$ cat config.mk
export PLATFORM = sky130hd
export DESIGN_NAME = add8_err_monitor
export DESIGN_NICKNAME = d
export VERILOG_FILES = /design/src/rtl/add8_err_monitor.sv
export SDC_FILE = /design/constraint.sdc
export NUM_CORES = 1
export LEC_CHECK = 0
export ABC_AREA = 1
export BUFFER_PORTS_ARGS = -buffer_cell sky130_fd_sc_hd__buf_2
export CORE_MARGIN = 4
export CORE_UTILIZATION = 55
export DETAILED_ROUTE_END_ITERATION = 6
export GPL_ROUTABILITY_DRIVEN = 0
export PLACE_DENSITY = 0.75
export SLEW_MARGIN = 20
export SYNTH_ARGS = -nofsm -noshare
export SYNTH_HDL_FRONTEND = slang
export SYNTH_SLANG_ARGS = --single-unit
$ cat constraint.sdc
create_clock -name clk -period 7.8 [get_ports clk]
set_clock_uncertainty 0.05 [all_clocks]
set_input_delay 1.17 -clock clk [delete_from_list [all_inputs] [get_ports clk]]
set_output_delay 1.17 -clock clk [all_outputs]
set_load 0.03 [all_outputs]
$ cat src/rtl/add8_err_monitor.sv
// Error-characterisation stage for an 8-bit approximate adder: recomputes the exact
// sum per accepted sample and accumulates count, EP, MAE, MSE, WCE and HD numerators.
module add8_err_monitor #(
  parameter int N_SAMPLES = 65536,
  parameter int CNT_W     = 17,
  parameter int SUM_W     = 32,
  parameter int SQ_W      = 40
) (
  input  logic             clk,
  input  logic             rst_n,
  input  logic             start_i,
  input  logic             clear_i,
  input  logic             in_valid_i,
  output logic             in_ready_o,
  input  logic [7:0]       a_i,
  input  logic [7:0]       b_i,
  input  logic [8:0]       o_i,
  output logic             busy_o,
  output logic             done_o,
  output logic [CNT_W-1:0] samples_o,
  output logic [CNT_W-1:0] err_cnt_o,
  output logic [SUM_W-1:0] sum_abs_o,
  output logic [SQ_W-1:0]  sum_sq_o,
  output logic [8:0]       wce_o,
  output logic [SUM_W-1:0] hd_sum_o
);

  typedef enum logic [1:0] {S_IDLE, S_RUN, S_DRAIN, S_DONE} state_t;

  localparam logic [CNT_W-1:0] N_LAST = CNT_W'(N_SAMPLES);

  state_t           state_q, state_d;
  logic [CNT_W-1:0] acc_cnt_q, acc_cnt_d;
  logic             accept, flush, zero_acc;

  logic             vld_p1_q, vld_p2_q;
  logic [8:0]       exact_p1_q, appr_p1_q;
  logic signed [9:0] diff_d;
  logic [8:0]       abs_d;
  logic [17:0]      sq_d;
  logic [3:0]       hd_d;
  logic [8:0]       abs_p2_q;
  logic [17:0]      sq_p2_q;
  logic [3:0]       hd_p2_q;
  logic             ne_p2_q;

  logic [CNT_W-1:0] samples_q, err_cnt_q;
  logic [SUM_W-1:0] sum_abs_q, hd_sum_q;
  logic [SQ_W-1:0]  sum_sq_q;
  logic [8:0]       wce_q;

  function automatic logic [CNT_W-1:0] sat_cnt(input logic [CNT_W-1:0] acc, input logic inc);
    logic [CNT_W:0] s;
    s = {1'b0, acc} + {{CNT_W{1'b0}}, inc};
    return s[CNT_W] ? {CNT_W{1'b1}} : s[CNT_W-1:0];
  endfunction

  function automatic logic [SUM_W-1:0] sat_sum(input logic [SUM_W-1:0] acc, input logic [8:0] inc);
    logic [SUM_W+9:0] s;
    s = (SUM_W+10)'(acc) + (SUM_W+10)'(inc);
    return (s > (SUM_W+10)'({SUM_W{1'b1}})) ? {SUM_W{1'b1}} : s[SUM_W-1:0];
  endfunction

  function automatic logic [SQ_W-1:0] sat_sq(input logic [SQ_W-1:0] acc, input logic [17:0] inc);
    logic [SQ_W+18:0] s;
    s = (SQ_W+19)'(acc) + (SQ_W+19)'(inc);
    return (s > (SQ_W+19)'({SQ_W{1'b1}})) ? {SQ_W{1'b1}} : s[SQ_W-1:0];
  endfunction

  always_ff @(posedge clk or negedge rst_n) begin
    if (!rst_n) begin
      state_q   <= S_IDLE;
      acc_cnt_q <= '0;
    end else begin
      state_q   <= state_d;
      acc_cnt_q <= acc_cnt_d;
    end
  end

  // clear_i overrides everything, including start and acceptance on the same edge
  always_comb begin
    state_d   = state_q;
    acc_cnt_d = acc_cnt_q;
    accept    = 1'b0;
    flush     = 1'b0;
    zero_acc  = 1'b0;
    if (clear_i) begin
      state_d   = S_IDLE;
      acc_cnt_d = '0;
      flush     = 1'b1;
      zero_acc  = 1'b1;
    end else begin
      unique case (state_q)
        S_IDLE, S_DONE: begin
          if (start_i) begin
            state_d   = S_RUN;
            acc_cnt_d = '0;
            flush     = 1'b1;
            zero_acc  = 1'b1;
          end
        end
        S_RUN: begin
          if (in_valid_i) begin
            accept    = 1'b1;
            acc_cnt_d = acc_cnt_q + 1'b1;
            if (acc_cnt_d == N_LAST) state_d = S_DRAIN;
          end
        end
        S_DRAIN: begin
          if (!vld_p1_q && !vld_p2_q) state_d = S_DONE;
        end
        default: state_d = S_IDLE;
      endcase
    end
  end

  assign in_ready_o = (state_q == S_RUN);
  assign busy_o     = (state_q == S_RUN) || (state_q == S_DRAIN);
  assign done_o     = (state_q == S_DONE);

  always_ff @(posedge clk or negedge rst_n) begin
    if (!rst_n) begin
      vld_p1_q <= 1'b0;
      vld_p2_q <= 1'b0;
    end else begin
      vld_p1_q <= accept;
      vld_p2_q <= vld_p1_q & ~flush;
    end
  end

  assign diff_d = $signed({1'b0, exact_p1_q}) - $signed({1'b0, appr_p1_q});
  assign abs_d  = diff_d[9] ? 9'(-diff_d) : diff_d[8:0];
  assign sq_d   = abs_d * abs_d;
  assign hd_d   = 4'($countones(exact_p1_q ^ appr_p1_q));

  // Stage 1 captures the exact sum; stage 2 the per-sample error terms
  always_ff @(posedge clk) begin
    if (accept) begin
      exact_p1_q <= {1'b0, a_i} + {1'b0, b_i};
      appr_p1_q  <= o_i;
    end
    if (vld_p1_q) begin
      abs_p2_q <= abs_d;
      sq_p2_q  <= sq_d;
      hd_p2_q  <= hd_d;
      ne_p2_q  <= (abs_d != 9'd0);
    end
  end

  // Stage 3: saturating accumulation
  always_ff @(posedge clk or negedge rst_n) begin
    if (!rst_n) begin
      samples_q <= '0;
      err_cnt_q <= '0;
      sum_abs_q <= '0;
      sum_sq_q  <= '0;
      wce_q     <= '0;
      hd_sum_q  <= '0;
    end else if (zero_acc) begin
      samples_q <= '0;
      err_cnt_q <= '0;
      sum_abs_q <= '0;
      sum_sq_q  <= '0;
      wce_q     <= '0;
      hd_sum_q  <= '0;
    end else if (vld_p2_q) begin
      samples_q <= sat_cnt(samples_q, 1'b1);
      err_cnt_q <= sat_cnt(err_cnt_q, ne_p2_q);
      sum_abs_q <= sat_sum(sum_abs_q, abs_p2_q);
      sum_sq_q  <= sat_sq(sum_sq_q, sq_p2_q);
      hd_sum_q  <= sat_sum(hd_sum_q, {5'd0, hd_p2_q});
      if (abs_p2_q > wce_q) wce_q <= abs_p2_q;
    end
  end

  assign samples_o = samples_q;
  assign err_cnt_o = err_cnt_q;
  assign sum_abs_o = sum_abs_q;
  assign sum_sq_o  = sum_sq_q;
  assign wce_o     = wce_q;
  assign hd_sum_o  = hd_sum_q;

endmodule

-- Word level (Yosys, flattened, before mapping)
Cells that the tools add are included.
- multiplexer cells: 35
- bitwise gates (word level): 3
- multiply operators: 1
- add/sub/neg operators: 17
- reductions and logical operators: 13
- $lt $le $gt $ge: 4
- equality and inequality tests: 8
- operators by type and width (operator ; count):
    $mux 32 ; 6
    $mux 17 ; 9
    $mux 40 ; 3
    $gt 33x32->1 const B ; 2
    $add 40x18->41 ; 1
    $gt 41x40->1 const B ; 1
    $mux 9 ; 4
    $pmux 17 s2 ; 1
    $add 32x4->33 ; 1
    $add 32x9->33 ; 1
    $add 17x1->18 ; 1
    $add 17x1->18 const B ; 1
    $mul 9x9->18 ; 1
    $add 17x1->17 const B ; 1
    $eq 17x17->1 const B ; 1
    $mux 2 ; 5
    $sub 9x9->10 ; 1
    $add 8x8->9 ; 1
    $gt 9x9->1 ; 1
    $ne 3x3->1 const B ; 3
    $neg 9->9 ; 1
    $reduce_bool 9->1 ; 1
    $xor 9x9->9 ; 1
    $add 1x1->2 ; 4
    other kinds (20) ; 29
- word-level logic and storage cells: 97
- input port bits: 30
- register bits after elaboration: 218
- output and inout port bits: 150

-- Longest topological paths before layout
Gate-level depths: netlist (run 1).
- word-level depth: 6
- depth in mapped cells: 39
- mapped depth without buffers: 38

-- Worst setup path before layout (run 1)
Ideal clock, no wire load.
- kind: reg2reg
- start point: reg exact_p1_q[0]
- end point: reg sq_p2_q[14] (data pin)
- buffers on the path: 0
- required time: 7.492 ns
- setup time: 0.258 ns
- cell stages (with the launch flop): 34
- slack: 1.956 ns
- arrival: 5.536 ns
- period minus slack after synthesis: 5.844 ns
- path through: edfxtp_1 -> inv_1 -> ha_1 -> inv_2 -> fa_1 -> inv_1 -> ha_1 -> nand2_1 -> inv_1 -> nand2_1 -> nor2_2 -> nand2_2 -> nand2_2 -> nand2_4 -> nand2_8 -> nor2_1 -> inv_1 -> fa_1 -> inv_1 -> fa_1 -> inv_1 -> fa_1 -> fa_1 -> inv_1 -> ha_1 -> a21o_1 -> a31oi_1 -> inv_1 -> nand2_1 -> nand2_1 -> nand2_1 -> nand2_1 -> a21oi_1 -> xnor2_1
- cells in the longest elaborated chain, start to end: 4
- ends and longest elaborated chain (item ; RTL line ; RTL):
    start, declared ; 37 ; logic [8:0] exact_p1_q, appr_p1_q;
    start signal, assigned ; 139 ; exact_p1_q <= {1'b0, a_i} + {1'b0, b_i};
    $sub 9x9->10 * ; 131 ; assign diff_d = $signed({1'b0, exact_p1_q}) - $signed({1'b0, appr_p1_q});
    $neg 9->9 ; 132 ; assign abs_d = diff_d[9] ? 9'(-diff_d) : diff_d[8:0];
    $mux 9 * ; 132 ;
    $mul 9x9->18 * ; 133 ; assign sq_d = abs_d * abs_d;
    net sq_d[14] ; 40 ; logic [17:0] sq_d;
    end signal, assigned ; 144 ; sq_p2_q <= sq_d;
    end, declared ; 43 ; logic [17:0] sq_p2_q;
The timed path passes the listed nets; every way through them passes the cells marked *.
A chain may end at the register's enable or synchronous reset.

-- Worst setup path after layout (run 1)
- start point: reg appr_p1_q[0]
- end point: reg sq_p2_q[13] (data pin)
- cells in the longest elaborated chain, start to end: 4
- ends and longest elaborated chain (item ; RTL line ; RTL):
    start, declared ; 37 ;
    start signal, assigned ; 140 ; appr_p1_q <= o_i;
    $sub 9x9->10 * ; 131 ;
    $neg 9->9 ; 132 ;
    $mux 9 * ; 132 ;
    net abs_d[8] ; 39 ; logic [8:0] abs_d;
    $mul 9x9->18 * ; 133 ;
    net sq_d[13] ; 40 ;
Marked as above.

==> impl_metrics.yaml, run 1 <==
outcome:
  status: "complete, no violations"
clocking:
  htree_levels: 1
  clock_path_buffers: 3
  postCtsSetupRepairBufs: 0
  root_buffer: "clkbuf_16"
  tritoncts: "yes"
  clock_sinks: 216
  insertion_delay_ns: 0.54
  ctsResizeCount: 0
  holdBufCountCts: 0
  clk_pin_slew_ns: 0.05
  cts_buffers: 26
synthesis:
  synth_seq_cells: 216
  synthMuxAreaShare: 0
  synth_area_mm2: 0.0167
  yosysWarnings: 0
  async_reset_ff_frac: 0.778
  synth-edff-count: 48
  seq_area_frac_synth: 0.339
  ys_types: 55
  synth-compound-area-share: 0.0927
  synth_top_family_by_area: "simple AND/OR/NAND/NOR gates"
  syn-instance-count: 2260
  synth-xor-area-share: 0.0558
  ys.flop_type: "dfrtp_1"
  synthAdderAreaFrac: 0.126
  synth_fp_nets: 2432
  avgSynthCellArea_um2: 7.37
  synth-simple-area-share: 0.304
detailed_routing:
  vias: 15700
  drc_errors: 0
  final_antenna_net_count: 0
  first_pass_iters: 6
  drtIter0Drc: 1255
  via_per_inst: 5.52
  finalWirelength_mm: 43.4
  wire_per_inst_um: 15.3
global_route:
  grt_first_pass_wirelength_mm: 73.1
  grt_pass1_vias: 15100
  grt_max_degree: 100
  antenna_found_initial: 0
  grt-ovfl-total: 0
  grt_use_total: 0.261
setup_path:
  cp-end-kind: "flip-flop"
  slowest_delay_ns: 0.55
  timing_worst_setup_path_type: "reg -> reg"
  setup.worst_path.start_class: "flip-flop"
  cp_common_cell: "inv_1"
  r2r-start: "appr_p1_q[0]$_DFFE_PP_"
  critPathRequiredTime_ns: 8.02
  r2r_end: "sq_p2_q[13]$_DFFE_PP_"
  ff2ff_setup_slack_ns: 1.46
  reg2regPathDepth: 29
  slowest_stage: "fa_1"
  arrival_ns: 6.56
  crit_fanout: 7
floorplan:
  dieHeight_um: 182
  floorplan.initialDensity: 0.560
  io_pins: 180
  core-area_mm2: 0.0297
  die_x_um: 182
  die_area_mm2: 0.0331
  rows: 63
power:
  ir_drop_mv: 0.948
  finalPower_mw: 7.85
  p_per_area_mw_per_mm2: 420
  pwr-share-seq: 0.210
  p_leak_nw: 9.73
  switching_share: 0.486
  p_int_mw: 4.04
  clockPowerShare: 0.148
  switchingPower_mw: 3.81
  combPwrFrac: 0.642
cells_and_area:
  area_growth_pct: 12.4
  final_cell_mix: "nand2_1, inv_1, buf_2"
  layout_commonest_cell: "nand2_1"
  stdcell_area_mm2: 0.0187
  layoutNonFillerInstCount: 2840
  layout.nets: 2603
  drive_above_1_share: 0.124
  antenna_cells: 0
timing:
  setup_viol: 0
  finalCritPeriodShare: 0.813
  fin_tns_setup_ns: 0
  min_period_ns: 6.34
  maxClockFrequency_mhz: 158
  drv_slew: 0
  rsz0062_at_grt: "no"
  relSlewSlack: 0.342
  tightest_slew_ns: 0.988
  final-hold-violation-count: 0
worst_hold_path:
  min-delay-start: "hd_sum_o[3]$_DFFE_PN0P_"
  min_to: "hd_sum_o[3]$_DFFE_PN0P_"
  whs_path_depth: 1
  hold_path_class: "reg -> reg"
placed_design:
  hpwl_mm: 32.8
  placed_area_mm2: 0.0179
  dp.cells: 2793
  portBuffers: 179
flow_run:
  max-cap-violations: 0
[critical path, delay by kind of cell (launching register included)]
| family | cells | cell delay, ns |
|---|---|---|
| buffers and inverters | 7 | 0.52 |
| xor gates and xnor gates | 2 | 0.26 |
| and+or+nand+nor | 8 | 1.00 |
| adders and majority gates | 8 | 3.09 |
| AOI/OAI and AO/OA | 4 | 0.80 |
| DFF | 1 | 0.36 |
[how the worst max path moves through the flow]
stage / from / slack [ns] / to
2_1_floorplan: exact_p1_q[0]$_DFFE_PP_ / 1.96 / sq_p2_q[14]$_DFFE_PP_
3_3_place_gp: exact_p1_q[0]$_DFFE_PP_ / 1.71 / sq_p2_q[14]$_DFFE_PP_
3_5_place_dp: exact_p1_q[0]$_DFFE_PP_ / 1.50 / sq_p2_q[14]$_DFFE_PP_
4_1_cts: exact_p1_q[0]$_DFFE_PP_ / 1.48 / sq_p2_q[14]$_DFFE_PP_
5_1_grt: exact_p1_q[0]$_DFFE_PP_ / 1.03 / sq_p2_q[14]$_DFFE_PP_
6_report: appr_p1_q[0]$_DFFE_PP_ / 1.46 / sq_p2_q[13]$_DFFE_PP_
[flip-flops by register name, indices dropped and copies added (netlist names)]
name / flops
err_cnt_o: 17
samples_o: 17
vld_p2_q: 1
sum_abs_o: 32
vld_p1_q: 1
state_q: 2
sum_sq_o: 40
abs_p2_q: 9
appr_p1_q: 9
acc_cnt_q: 17
exact_p1_q: 9
wce_o: 9
hd_sum_o: 32
ne_p2_q: 1
sq_p2_q: 16
hd_p2_q: 4
[stage by stage]
stage	hold slack (ns)	setup WS, ns	util
global route	0.474	1.03	0.630
finish	0.453	1.46	0.630
CTS	0.456	1.48	0.630
floorplan	0.440	1.96	-
global placement	0.439	1.71	0.602
detailed placement	0.444	1.50	0.602
[cell usage after synthesis, drive strengths merged, types with 3 or more instances]
cell,number,share of area
nand2,744,0.17
inv,307,0.069
nor2,178,0.044
dfrtp,168,0.25
nand3,139,0.046
o21ai,139,0.042
ha,100,0.075
a21oi,75,0.024
xor2,72,0.039
edfxtp,48,0.087
nor3,48,0.016
fa,42,0.050
nand4,37,0.015
xnor2,32,0.017
buf,24,0.0086
clkbuf,20,0.0047
o22ai,20,0.0075
a21o,11,0.0050
nor4,11,0.0049
a31oi,7,0.0026
nand3b,7,0.0032
o21bai,6,0.0027
a22o,4,0.0021
or2,4,0.0015
o2111ai,3,0.0016
o21a,3,0.0014
[cell families (layout without fill, tap and decap cells)]
| family | after synthesis | after routing |
|---|---|---|
| adder cells (fa/ha/maj) | 142 | 142 |
| flip-flops | 216 | 216 |
| buffers and inverters | 352 | 542 |
| AND/OR/NAND/NOR | 1171 | 1171 |
| AO/OA/AOI/OAI | 275 | 275 |
| XOR/XNOR | 104 | 104 |
[area by class of cell]
type | count | area, um2
timing repair buffer | 187 | 962
multi-input combinational | 1692 | 9640
fill | 2666 | 11000
clock inverter | 7 | 72.6
sequential | 216 | 5650
tap | 390 | 488
inverter | 308 | 1160
clock buffer | 40 | 743
[per-layer routing]
| layer | vias up | share of wire | routed length, um | global-route usage |
|---|---|---|---|---|
| met5 | - | 0 | 0 | 0 |
| met1 | 7395 | 0.44 | 18900 | 0.353 |
| met4 | 0 | 0.043 | 1850 | 0.0952 |
| met3 | 120 | 0.061 | 2630 | 0.0302 |
| met2 | 543 | 0.46 | 20000 | 0.434 |
| li1 | 7619 | - | - | - |
[power by group through the flow]
| stage | combinational, mW | sequential (mW) | clock (mW) |
|---|---|---|---|
| after floorplan | 3.69 | 1.80 | 0 |
| after global placement | 4.77 | 1.66 | 0 |
| after detailed placement | 4.97 | 1.67 | 0 |
| after CTS | 5.01 | 1.65 | 1.19 |
| after global routing | 5.77 | 1.66 | 1.24 |
| final | 5.04 | 1.65 | 1.17 |
No activity file was read; power rests on OpenSTA's default activity.
==> run 2: changes to the inputs <==
Settings changed: ABC_AREA 1 to 0, CORE_UTILIZATION 55 to 54, PLACE_DENSITY 0.75 to 0.78.
Clock period 7.8 ns to 5.3 ns, I/O delays scaled along.
==> impl_metrics.yaml, run 2 <==
cells_and_area:
  layout_commonest_cell: "buf_2"
  antenna_cells: 0
  fillers: 2060
  layout.nets: 2083
  final_cell_mix: "buf_2, dfrtp_1, buf_4"
  drive_above_1_share: 0.249
  layoutNonFillerInstCount: 2269
  stdcell_area_mm2: 0.0184
  largest_reg_flops: 40
  area_growth_pct: 24.0
global_route:
  grt_max_degree: 103
  antenna_found_initial: 0
  grt_first_pass_wirelength_mm: 67.6
  grt_pass1_vias: 13500
  grt-ovfl-total: 0
  grt_use_total: 0.263
floorplan:
  die_x_um: 174
  floorplan.initialDensity: 0.549
  die_area_mm2: 0.0302
  io_pins: 180
  dieHeight_um: 174
  rows: 60
  core-area_mm2: 0.0270
synthesis:
  synth_area_mm2: 0.0148
  avgSynthCellArea_um2: 9.12
  synth_top_area_cell: "dfrtp_1"
  seq_area_frac_synth: 0.380
  ys.flop_type: "dfrtp_1"
  synth_seq_cells: 216
  synthTopCellsByArea: "dfrtp_1, edfxtp_1, ha_1"
  synth-edff-count: 48
  synth_top_area_frac: 0.283
  async_reset_ff_frac: 0.778
  synth_fp_nets: 1799
  ys_types: 83
  syn-instance-count: 1627
  yosysWarnings: 0
  synthTopCellsByCount: "dfrtp_1, nor2_1, inv_1"
  synth_most_common_cell: "dfrtp_1"
clocking:
  htree_levels: 1
  tritoncts: "yes"
  insertion_delay_ns: 0.54
  clk_pin_slew_ns: 0.06
  root_buffer: "clkbuf_16"
  cts_buffers: 26
  clock_sinks: 216
  holdBufCountCts: 0
  clock_path_buffers: 3
setup_path:
  arrival_ns: 6.69
  cp-end-kind: "flip-flop"
  slowest_delay_ns: 0.55
  cp_common_cell: "inv_2"
  slowest_stage: "fa_1"
  setup.worst_path.start_class: "flip-flop"
  timing_worst_setup_path_type: "reg -> reg"
  critPathRequiredTime_ns: 5.52
  crit_fanout: 5
detailed_routing:
  via_per_inst: 6.14
  final_antenna_net_count: 0
  wire_per_inst_um: 18.1
  first_pass_iters: 6
  drtIter0Drc: 1413
  finalWirelength_mm: 41.2
  vias: 13900
  drc_errors: 0
timing:
  drv_slew: 0
  relSlewSlack: 0.250
  maxClockFrequency_mhz: 155
  min_period_ns: 6.46
  rsz0062_at_grt: "yes"
  hold_slack_ns: 0.208
  final-hold-violation-count: 0
  fin_tns_setup_ns: -8.75
  finalCritPeriodShare: 1.22
  setup_viol: 11
  fin_ws_ns: -1.16
  tightest_slew_ns: 1.12
flow_run:
  max-cap-violations: 0
power:
  ir_drop_mv: 1.34
  p_leak_nw: 8.67
  p_per_area_mw_per_mm2: 653
outcome:
  violations: "setup timing"
  status: "complete, but fails checks"
placed_design:
  place_ws_ns: -1.18
  portBuffers: 179
  hpwl_mm: 28.7
  dp.cells: 2203
  placed_area_mm2: 0.0171
worst_hold_path:
  hold_path_class: "in -> async"
[run 2: cell count changes in the layout (fill, tap and decap cells not counted), sizes merged, moves of 18 or more]
cell,before,now
a311oi,0,40
o22ai,20,2
a31oi,7,49
a211oi,0,25
nand2,744,109
and3,0,33
nor2,178,147
inv,308,147
buf,187,315
a21oi,75,126
and2,2,22
nand3,139,60
xor2,72,19
[run 2: cell type report]
type | count | area (um2) | area share
Timing Repair Buffer | 315 | 1940 | 0.105
Inverter | 147 | 556 | 0.0302
Clock inverter | 11 | 150 | 0.00816
Tap cell | 341 | 427 | 0.0232
Clock buffer | 34 | 752 | 0.0409
Multi-Input combinational cell | 1205 | 8930 | 0.485
Sequential cell | 216 | 5650 | 0.307
[run 2: critical path, delay by kind of cell (launching register included)]
kind	cells	cell delay, ns
AO/OA/AOI/OAI	10	2.30
XOR/XNOR	2	0.40
adder cells (fa/ha/maj)	6	2.26
buffers and inverters	6	0.46
flip-flops	1	0.39
AND/OR/NAND/NOR	5	0.34
[run 2: power by group]
part | total [mW] | leakage (nW) | switching [mW] | internal [mW]
clock | 1.87 | 0.448 | 0.728 | 1.14
combinational | 7.98 | 5.45 | 4.19 | 3.80
sequential | 2.17 | 2.78 | 0.0732 | 2.09
total | 12.0 | 8.67 | 4.99 | 7.03
[run 2: cells by family after synthesis]
family	synth area share
adders and majority gates	0.141
and+or+nand+nor	0.173
DFF	0.380
AOI/OAI and AO/OA	0.207
xor gates and xnor gates	0.0380
buffers and inverters	0.0537
muxes	0.00759
[run 2: final timing paths]
path,from,slack (ns),cells after the start,to
setup / recovery,exact_p1_q[0]$_DFFE_PP_,-1.16,29,sq_p2_q[17]$_DFFE_PP_
hold / removal,rst_n,0.21,1,hd_sum_o[25]$_DFFE_PN0P_
setup reg to reg,exact_p1_q[0]$_DFFE_PP_,-1.16,29,sq_p2_q[17]$_DFFE_PP_
hold reg to reg,samples_o[5]$_DFFE_PN0P_,0.48,1,samples_o[5]$_DFFE_PN0P_
max in group asynchronous,rst_n,3.86,2,acc_cnt_q[13]$_DFFE_PN0P_
min in group clk,o_i[8],0.39,1,appr_p1_q[8]$_DFFE_PP_
[run 2: timing repair]
| item | CTS | global route |
|---|---|---|
| gates resized for setup | 47 | 16 |
| setup endpoints to repair | 13 | 13 |
| pin swaps | 35 | 5 |
| setup buffers | 20 | 5 |
[run 2: through the flow]
stage	power (mW)	utilization
final	12.0	0.681
after floorplan	6.73	-
after global routing	13.1	0.681
after CTS	11.8	0.677
after detailed placement	8.92	0.631
after global placement	8.61	0.631
[run 2: layer usage]
| layer | up-vias | wire (um) | global-route usage | share of wire |
|---|---|---|---|---|
| met2 | 612 | 19400 | 0.431 | 0.47 |
| met4 | 0 | 1300 | 0.0732 | 0.031 |
| met1 | 6737 | 17300 | 0.362 | 0.42 |
| met5 | - | 0 | 0 | 0 |
| met3 | 104 | 3170 | 0.0465 | 0.077 |
| li1 | 6486 | - | - | - |
